### config.mk
export PLATFORM = sky130hd
export DESIGN_NAME = wb_arbiter2
export DESIGN_NICKNAME = d
export VERILOG_FILES = /design/src/rtl/wb_arbiter2.sv
export SDC_FILE = /design/constraint.sdc
export NUM_CORES = 1
export LEC_CHECK = 0
export CORE_AREA = 4 4 130 132
export CTS_BUF_LIST = sky130_fd_sc_hd__clkbuf_8
export CTS_CLUSTER_DIAMETER = 100
export DETAILED_ROUTE_END_ITERATION = 10
export DIE_AREA = 0 0 134 136
export GPL_ROUTABILITY_DRIVEN = 0
export PLACE_DENSITY = 0.55
export SETUP_SLACK_MARGIN = 0.05
export SLEW_MARGIN = 40
export SYNTH_ARGS = -nofsm -noshare
export SYNTH_HDL_FRONTEND = slang
export SYNTH_SLANG_ARGS = --single-unit
### constraint.sdc
create_clock -name wb_clk -period 3.9 [get_ports wb_clk]
set_clock_uncertainty 0.05 [all_clocks]
set_input_delay 0.39 -clock wb_clk [delete_from_list [all_inputs] [get_ports wb_clk]]
set_output_delay 0.39 -clock wb_clk [all_outputs]
set_load 0.05 [all_outputs]
### src/rtl/wb_arbiter2.sv
// wb_arbiter2: two-master, one-slave Wishbone arbiter.
//
// Ports:
//   wb_clk, wb_rst_n          clock, asynchronous active-low reset
//   wbm{0,1}_*_i              master request fields (adr, dat, sel, we, cyc, stb, cti, bte)
//   wbm{0,1}_*_o              master responses (dat, ack, err, rty)
//   wbs_*_o                   shared slave request, driven from the current owner
//   wbs_*_i                   slave response (dat, ack, err, rty)
//   grant_o                   one-hot current owner, 2'b00 when idle
//
// Ownership is granted on a registered edge and held for as long as the
// owner keeps cyc high, so bursts and locked sequences are never split.
// Masters alternate on contention. A watchdog aborts a stalled slave
// access with err after TIMEOUT cycles of stb without a response.
module wb_arbiter2 #(
    parameter int unsigned AW      = 32,
    parameter int unsigned DW      = 32,
    parameter int unsigned TIMEOUT = 256
) (
    input  logic              wb_clk,
    input  logic              wb_rst_n,

    input  logic [AW-1:0]     wbm0_adr_i,
    input  logic [DW-1:0]     wbm0_dat_i,
    input  logic [DW/8-1:0]   wbm0_sel_i,
    input  logic              wbm0_we_i,
    input  logic              wbm0_cyc_i,
    input  logic              wbm0_stb_i,
    input  logic [2:0]        wbm0_cti_i,
    input  logic [1:0]        wbm0_bte_i,
    output logic [DW-1:0]     wbm0_dat_o,
    output logic              wbm0_ack_o,
    output logic              wbm0_err_o,
    output logic              wbm0_rty_o,

    input  logic [AW-1:0]     wbm1_adr_i,
    input  logic [DW-1:0]     wbm1_dat_i,
    input  logic [DW/8-1:0]   wbm1_sel_i,
    input  logic              wbm1_we_i,
    input  logic              wbm1_cyc_i,
    input  logic              wbm1_stb_i,
    input  logic [2:0]        wbm1_cti_i,
    input  logic [1:0]        wbm1_bte_i,
    output logic [DW-1:0]     wbm1_dat_o,
    output logic              wbm1_ack_o,
    output logic              wbm1_err_o,
    output logic              wbm1_rty_o,

    output logic [AW-1:0]     wbs_adr_o,
    output logic [DW-1:0]     wbs_dat_o,
    output logic [DW/8-1:0]   wbs_sel_o,
    output logic              wbs_we_o,
    output logic              wbs_cyc_o,
    output logic              wbs_stb_o,
    output logic [2:0]        wbs_cti_o,
    output logic [1:0]        wbs_bte_o,
    input  logic [DW-1:0]     wbs_dat_i,
    input  logic              wbs_ack_i,
    input  logic              wbs_err_i,
    input  logic              wbs_rty_i,

    output logic [1:0]        grant_o
);

    localparam int unsigned    CntW  = (TIMEOUT > 1) ? $clog2(TIMEOUT) : 1;
    localparam logic [CntW-1:0] WdMax = CntW'(TIMEOUT - 1);

    typedef enum logic [1:0] {StIdle, StOwn, StAbort} state_e;

    state_e          state_q, state_d;
    logic            owner_q, owner_d;
    logic            last_q, last_d;
    logic [CntW-1:0] wd_cnt_q, wd_cnt_d;

    logic            own_cyc, own_stb;
    logic            slave_resp;
    logic            wd_expire;
    logic            timeout_err;
    logic            pick;

    assign own_cyc    = owner_q ? wbm1_cyc_i : wbm0_cyc_i;
    assign own_stb    = owner_q ? wbm1_stb_i : wbm0_stb_i;
    assign slave_resp = wbs_ack_i | wbs_err_i | wbs_rty_i;

    // wd_expire depends only on registered state and master inputs so it can
    // gate wbs_cyc_o/stb_o without a path from the slave response. If the
    // slave still answers in that cycle, the response wins and no err is made.
    assign wd_expire   = (state_q == StOwn) && own_cyc && own_stb && (wd_cnt_q == WdMax);
    assign timeout_err = wd_expire && !slave_resp;

    // On contention grant the master that did not win last time.
    assign pick = (wbm0_cyc_i && wbm1_cyc_i) ? ~last_q : wbm1_cyc_i;

    // State register
    always_ff @(posedge wb_clk or negedge wb_rst_n) begin
        if (!wb_rst_n) begin
            state_q  <= StIdle;
            owner_q  <= 1'b0;
            last_q   <= 1'b1;
            wd_cnt_q <= '0;
        end else begin
            state_q  <= state_d;
            owner_q  <= owner_d;
            last_q   <= last_d;
            wd_cnt_q <= wd_cnt_d;
        end
    end

    // Next-state logic
    always_comb begin
        state_d = state_q;
        owner_d = owner_q;
        last_d  = last_q;
        unique case (state_q)
            StIdle: begin
                if (wbm0_cyc_i || wbm1_cyc_i) begin
                    state_d = StOwn;
                    owner_d = pick;
                    last_d  = pick;
                end
            end
            StOwn: begin
                if (!own_cyc) begin
                    state_d = StIdle;
                end else if (timeout_err) begin
                    state_d = StAbort;
                end
            end
            StAbort: begin
                if (!own_cyc) begin
                    state_d = StIdle;
                end
            end
            default: state_d = StIdle;
        endcase

        if ((state_q != StOwn) || !own_stb || slave_resp) begin
            wd_cnt_d = '0;
        end else begin
            wd_cnt_d = wd_cnt_q + CntW'(1);
        end
    end

    // Output logic
    always_comb begin
        wbs_adr_o  = '0;
        wbs_dat_o  = '0;
        wbs_sel_o  = '0;
        wbs_we_o   = 1'b0;
        wbs_cyc_o  = 1'b0;
        wbs_stb_o  = 1'b0;
        wbs_cti_o  = '0;
        wbs_bte_o  = '0;
        wbm0_dat_o = '0;
        wbm0_ack_o = 1'b0;
        wbm0_err_o = 1'b0;
        wbm0_rty_o = 1'b0;
        wbm1_dat_o = '0;
        wbm1_ack_o = 1'b0;
        wbm1_err_o = 1'b0;
        wbm1_rty_o = 1'b0;
        grant_o    = 2'b00;

        if (state_q != StIdle) begin
            grant_o = owner_q ? 2'b10 : 2'b01;
        end

        if (state_q == StOwn) begin
            if (owner_q) begin
                wbs_adr_o  = wbm1_adr_i;
                wbs_dat_o  = wbm1_dat_i;
                wbs_sel_o  = wbm1_sel_i;
                wbs_we_o   = wbm1_we_i;
                wbs_cyc_o  = wbm1_cyc_i && !wd_expire;
                wbs_stb_o  = wbm1_stb_i && !wd_expire;
                wbs_cti_o  = wbm1_cti_i;
                wbs_bte_o  = wbm1_bte_i;
                wbm1_dat_o = wbs_dat_i;
                wbm1_ack_o = wbs_ack_i;
                wbm1_err_o = wbs_err_i | timeout_err;
                wbm1_rty_o = wbs_rty_i;
            end else begin
                wbs_adr_o  = wbm0_adr_i;
                wbs_dat_o  = wbm0_dat_i;
                wbs_sel_o  = wbm0_sel_i;
                wbs_we_o   = wbm0_we_i;
                wbs_cyc_o  = wbm0_cyc_i && !wd_expire;
                wbs_stb_o  = wbm0_stb_i && !wd_expire;
                wbs_cti_o  = wbm0_cti_i;
                wbs_bte_o  = wbm0_bte_i;
                wbm0_dat_o = wbs_dat_i;
                wbm0_ack_o = wbs_ack_i;
                wbm0_err_o = wbs_err_i | timeout_err;
                wbm0_rty_o = wbs_rty_i;
            end
        end
    end

endmodule

**Yosys cells after proc, flatten, opt, wreduce, memory -nomap -nowiden**

Cells that the tools add are included.

- Output and inout port bits: 148
- Memory bits (writable): 0
- Memories kept: 0
- Input port bits: 189
- Register bits: 12
- Bits in latches: 0
- Bits in read-only memories: 0
- Word-level logic and storage cells: 78

- Reductions and logical operators: 19
- $lt $le $gt $ge: 0
- Equal/unequal tests: 7
- Bitwise gates (word level): 4
- Shift-type cells: 0
- Add/subtract/negate cells: 1
- Multiplexer cells: 43
- Divide/modulo/power cells: 0
- $mul: 0

Operators with widths:

| cell | number |
|---|---|
| 32-bit two-way mux | 8 |
| 1-bit two-way mux | 21 |
| 2-bit two-way mux | 8 |
| 1-bit logical AND | 9 |
| 8-bit by 1-bit adder with 8-bit output (second input constant) | 1 |
| 8-bit equality test (second input constant) | 1 |
| 4-bit two-way mux | 2 |
| 8-bit two-way mux | 1 |
| 3-bit two-way mux | 2 |
| 2-bit one-hot mux with 3 select lines | 1 |
| 2-bit != test (second input constant) | 2 |
| 1-bit zero test | 3 |
| 1-bit logical OR | 3 |
| 3-bit != test (second input constant) | 1 |
| 1-bit OR | 3 |
| 3-bit AND reduction | 1 |
| 2-bit by 1-bit equality test with 1-bit output (second input constant) | 1 |
| 2-bit equality test (second input constant) | 1 |
| 2-bit zero test | 1 |
| 2-bit by 1-bit != test with 1-bit output (second input constant) | 1 |
| 2-bit AND reduction | 1 |
| 2-bit nonzero test | 1 |
| 1-bit inverter | 1 |

**Longest topological paths before layout**

- Depth in word-level cells: 8
- Gate-level depth with buffers: 6
- Mapped depth without buffers: 5

**Least setup slack after synthesis**

OpenSTA, ideal clock, no wires.

- Kind: register to output
- Start: register wd_cnt_q[0]
- End: output wbs_stb_o
- Required time: 3.460 ns
- Stages on the path, launching flop included: 6
- Arrival: 2.050 ns
- Setup slack: 1.410 ns
- Path through: dfrtp_1 -> ha_1 -> and3_1 -> nand3_1 -> nor2_1 -> nor3_1

- Longest elaborated chain between the ends: 6

RTL lines:

| what | line | source |
|---|---|---|
| from (decl) | 73 | `logic [CntW-1:0] wd_cnt_q, wd_cnt_d;` |
| from (signal assigned) | 105 | `wd_cnt_q <= wd_cnt_d;` |
| 8-bit equality test (*) | 88 | `assign wd_expire = (state_q == StOwn) && own_cyc && own_stb && (wd_cnt_q == WdMax);` |
| 1-bit logical AND (*) | 88 |  |
| 1-bit zero test (*) | 175, 188 |  |
| 1-bit logical AND, on equally long branches | 188, 175 |  |
| 1-bit two-way mux (*) | 169 | `if (owner_q) begin` |
| 1-bit two-way mux (*) | 168 | `if (state_q == StOwn) begin` |
| to (decl) | 54 | `output logic wbs_stb_o,` |

Every way passes the cells marked *; elsewhere a longest branch is shown, timed or not.

**Worst setup path in the final report**

- Start: register state_q[1]
- End: output wbs_cti_o[1]

- Longest elaborated chain between the ends: 2

RTL lines:

| what | line | source |
|---|---|---|
| from (decl) | 70 | `state_e state_q, state_d;` |
| from (signal assigned) | 97 | `state_q <= StIdle;` |
| from (signal assigned) | 102 | `state_q <= state_d;` |
| 2-bit by 1-bit equality test with 1-bit output | 168 |  |
| 3-bit two-way mux | 168 |  |
| to (decl) | 55 | `output logic [2:0] wbs_cti_o,` |

Every way passes these cells.

==> run metrics <==
Max Cap Viol 0; post-CTS setup buffers 0; setup violators final 0; H-Tree Depth 1; chip width 134 um; clock sink total 12; synthesized area per cell 7.97 um2; slew of the pin with the lowest slew margin 639 ps; Total GRT Usage 0.167; hold buffer count at CTS 0; number of synthesis warnings 0; Yosys top cell area share 0.355; Async S/R FF share, synth 1.00; synth top area cells a22o_1, and2_1, dfrtp_1; Power Dens Cells 880 mW/mm2; clk buf depth 2; Slew Viols, Final 0; status finished clean; final WL 16,900 um; final period utilization 0.819; Die Y 136 um; CTS clk-pin slew, worst paths 50 ps; Post-Syn Nets 422; Worst Setup End Kind primary output; CTS tree built; CTS buffer count 3; HP Class in2async; layout cells sized above 1 0.0417; Pre-antenna DRT Iters 4; number of DRC markers in iteration 0 119; filler instances 1,621; Layout area overhead 195%; DRC Markers 0; Nets 743; Worst Path Arrival 2750 ps; Syn Inst Count 232; Startpoint Class flip-flop; first-pass GRT wire length 22,700 um; DR vias/cell 4.12; static leakage 0.00210 uW; Seq/Total Area, Yosys 0.163; Slew Limit Headroom 0.573; largest area contributor in the netlist a22o_1; WP data required 3460 ps; estimated wirelength of the detail-placed design 14,600 um; via count of the first global-routing pass 3,366; Post-synth EDFFs 0; initial antenna violation count 3; clk root buf clkbuf_8; Skew-Pair Late Insertion Delay 240 ps; Setup TNS 0 ps; post-route ant nets 0; FF+latch count, synth 12; core area 0.0157 mm2; Fin. Hold Viols 0; Tmin final 3190 ps; Mapped Area 0.00185 mm2; number of library cell types mapped by synthesis 32; IO Count 337; ys flop type dfrtp_1; CP Class reg2out; die area 0.0182 mm2; Tot Pwr 4810 uW; largest net degree at the start of global routing 64; maximum clock rate 313 MHz; Resized cells post-CTS 0; Initial Util 0.118; VDD IR max 431 uV; input/output buffers 336; crit-path max FO 63; RSZ-0062 raised after global routing false; DR vias 3,175; DR WL/cell 21.9 um; # rows 46; global route overflow 0
==> final cells by class <==
cell class                      count  area, um2  area share
Clock inverter                      1       3.75    0.000687
Tap cell                          216        270      0.0495
Timing Repair Buffer              340       3390       0.621
Antenna cell                        2       5.00    0.000916
Clock buffer                        3       41.3     0.00756
Sequential cell                    12        302      0.0552
Multi-Input combinational cell    194       1440       0.264
Inverter                            2       7.51     0.00137
==> placed cells by master (no fill, tap or decap), drive strengths merged <==
| cell | instances |
|---|---|
| and3 | 2 |
| nand2b | 2 |
| mux2i | 2 |
| xor2 | 5 |
| a32o | 1 |
| and4 | 1 |
| clkbuf | 3 |
| dfrtp | 11 |
| nor4 | 1 |
| mux2 | 1 |
| nand3 | 3 |
| and2 | 68 |
| or2 | 2 |
| clkdlybuf4s50 | 335 |
| nor2 | 16 |
| nor3 | 2 |
| or4 | 1 |
| xnor2 | 2 |
| ha | 1 |
| buf | 5 |
| a22o | 75 |
| nand2 | 4 |
| o21ai | 1 |
| o21a | 2 |
| diode | 2 |
| o21ba | 1 |
| dfstp | 1 |
| inv | 3 |
| a21oi | 1 |
==> cell usage after synthesis, types with 2 or more instances <==
master    count
mux2i_1       2
clkbuf_1     19
dfrtp_1      11
xnor2_1       2
o21a_1        2
nand2b_1      2
inv_1         2
buf_2         3
and2_1       68
and3_1        2
nand3_1       3
xor2_1        5
nor2_2        9
nand2_1       4
buf_6         2
nor2_1        6
a22o_1       75
==> worst max-delay path, cell delays in order (launching register included) <==
cell             delay (ps)
dfrtp_1                 430
nand2b_1                290
nor2_4                  140
buf_4                   490
a22o_1                  310
clkdlybuf4s50_1         840
==> power breakdown <==
group	switching, uW	internal [uW]
registers	27.5	146
clock network	43.9	69.2
logic	3010	1510
total	3080	1730
==> flip-flops by register name, indices dropped and copies added (netlist names) <==
register	count
wd_cnt_q	8
state_q	2
owner_q	1
last_q	1
==> final timing paths <==
check / from / end / slack, ps / depth (start not counted)
setup / recovery: state_q[1]$_DFFE_PN0P_ / wbs_cti_o[1] / 710 / 5
hold / removal: wb_rst_n / wd_cnt_q[1]$_DFF_PN0_ / 470 / 1
setup reg to reg: owner_q$_DFFE_PN0P_ / wd_cnt_q[6]$_DFF_PN0_ / 2050 / 4
hold reg to reg: wd_cnt_q[0]$_DFF_PN0_ / wd_cnt_q[0]$_DFF_PN0_ / 480 / 1
max in group asynchronous: wb_rst_n / last_q$_DFFE_PN1P_ / 2960 / 1
min in group wb_clk: wd_cnt_q[0]$_DFF_PN0_ / wd_cnt_q[0]$_DFF_PN0_ / 480 / 1
==> per-layer routing <==
metal  wire (um)  vias up  part of all wire  global-route usage
met5           8        -           0.00047                   0
met4         256        2             0.015              0.0349
met3        1260       12             0.075              0.0503
met2        9200      164              0.55               0.318
met1        6150     1504              0.36               0.183
li1            -     1493                 -                   -
==> logic make-up after synthesis <==
group / count (synthesis) / synth area share
fa+ha+maj: 1 / 0.00676
flops: 12 / 0.163
compound gates: 81 / 0.380
simple gates: 102 / 0.338
buf+inv: 26 / 0.0629
mux: 3 / 0.0169
xor+xnor: 7 / 0.0332
==> through the flow <==
stage	util	setup WS [ps]	instance area, um2	hold slack, ps	cells
floorplan	-	1410	1850	44.4	232
global placement	0.344	780	5410	424	764
detailed placement	0.344	805	5410	440	764
CTS	0.347	667	5460	467	768
global route	0.348	547	5460	476	770
finish	0.348	707	5460	467	770
(Power assumes the default switching activity.)
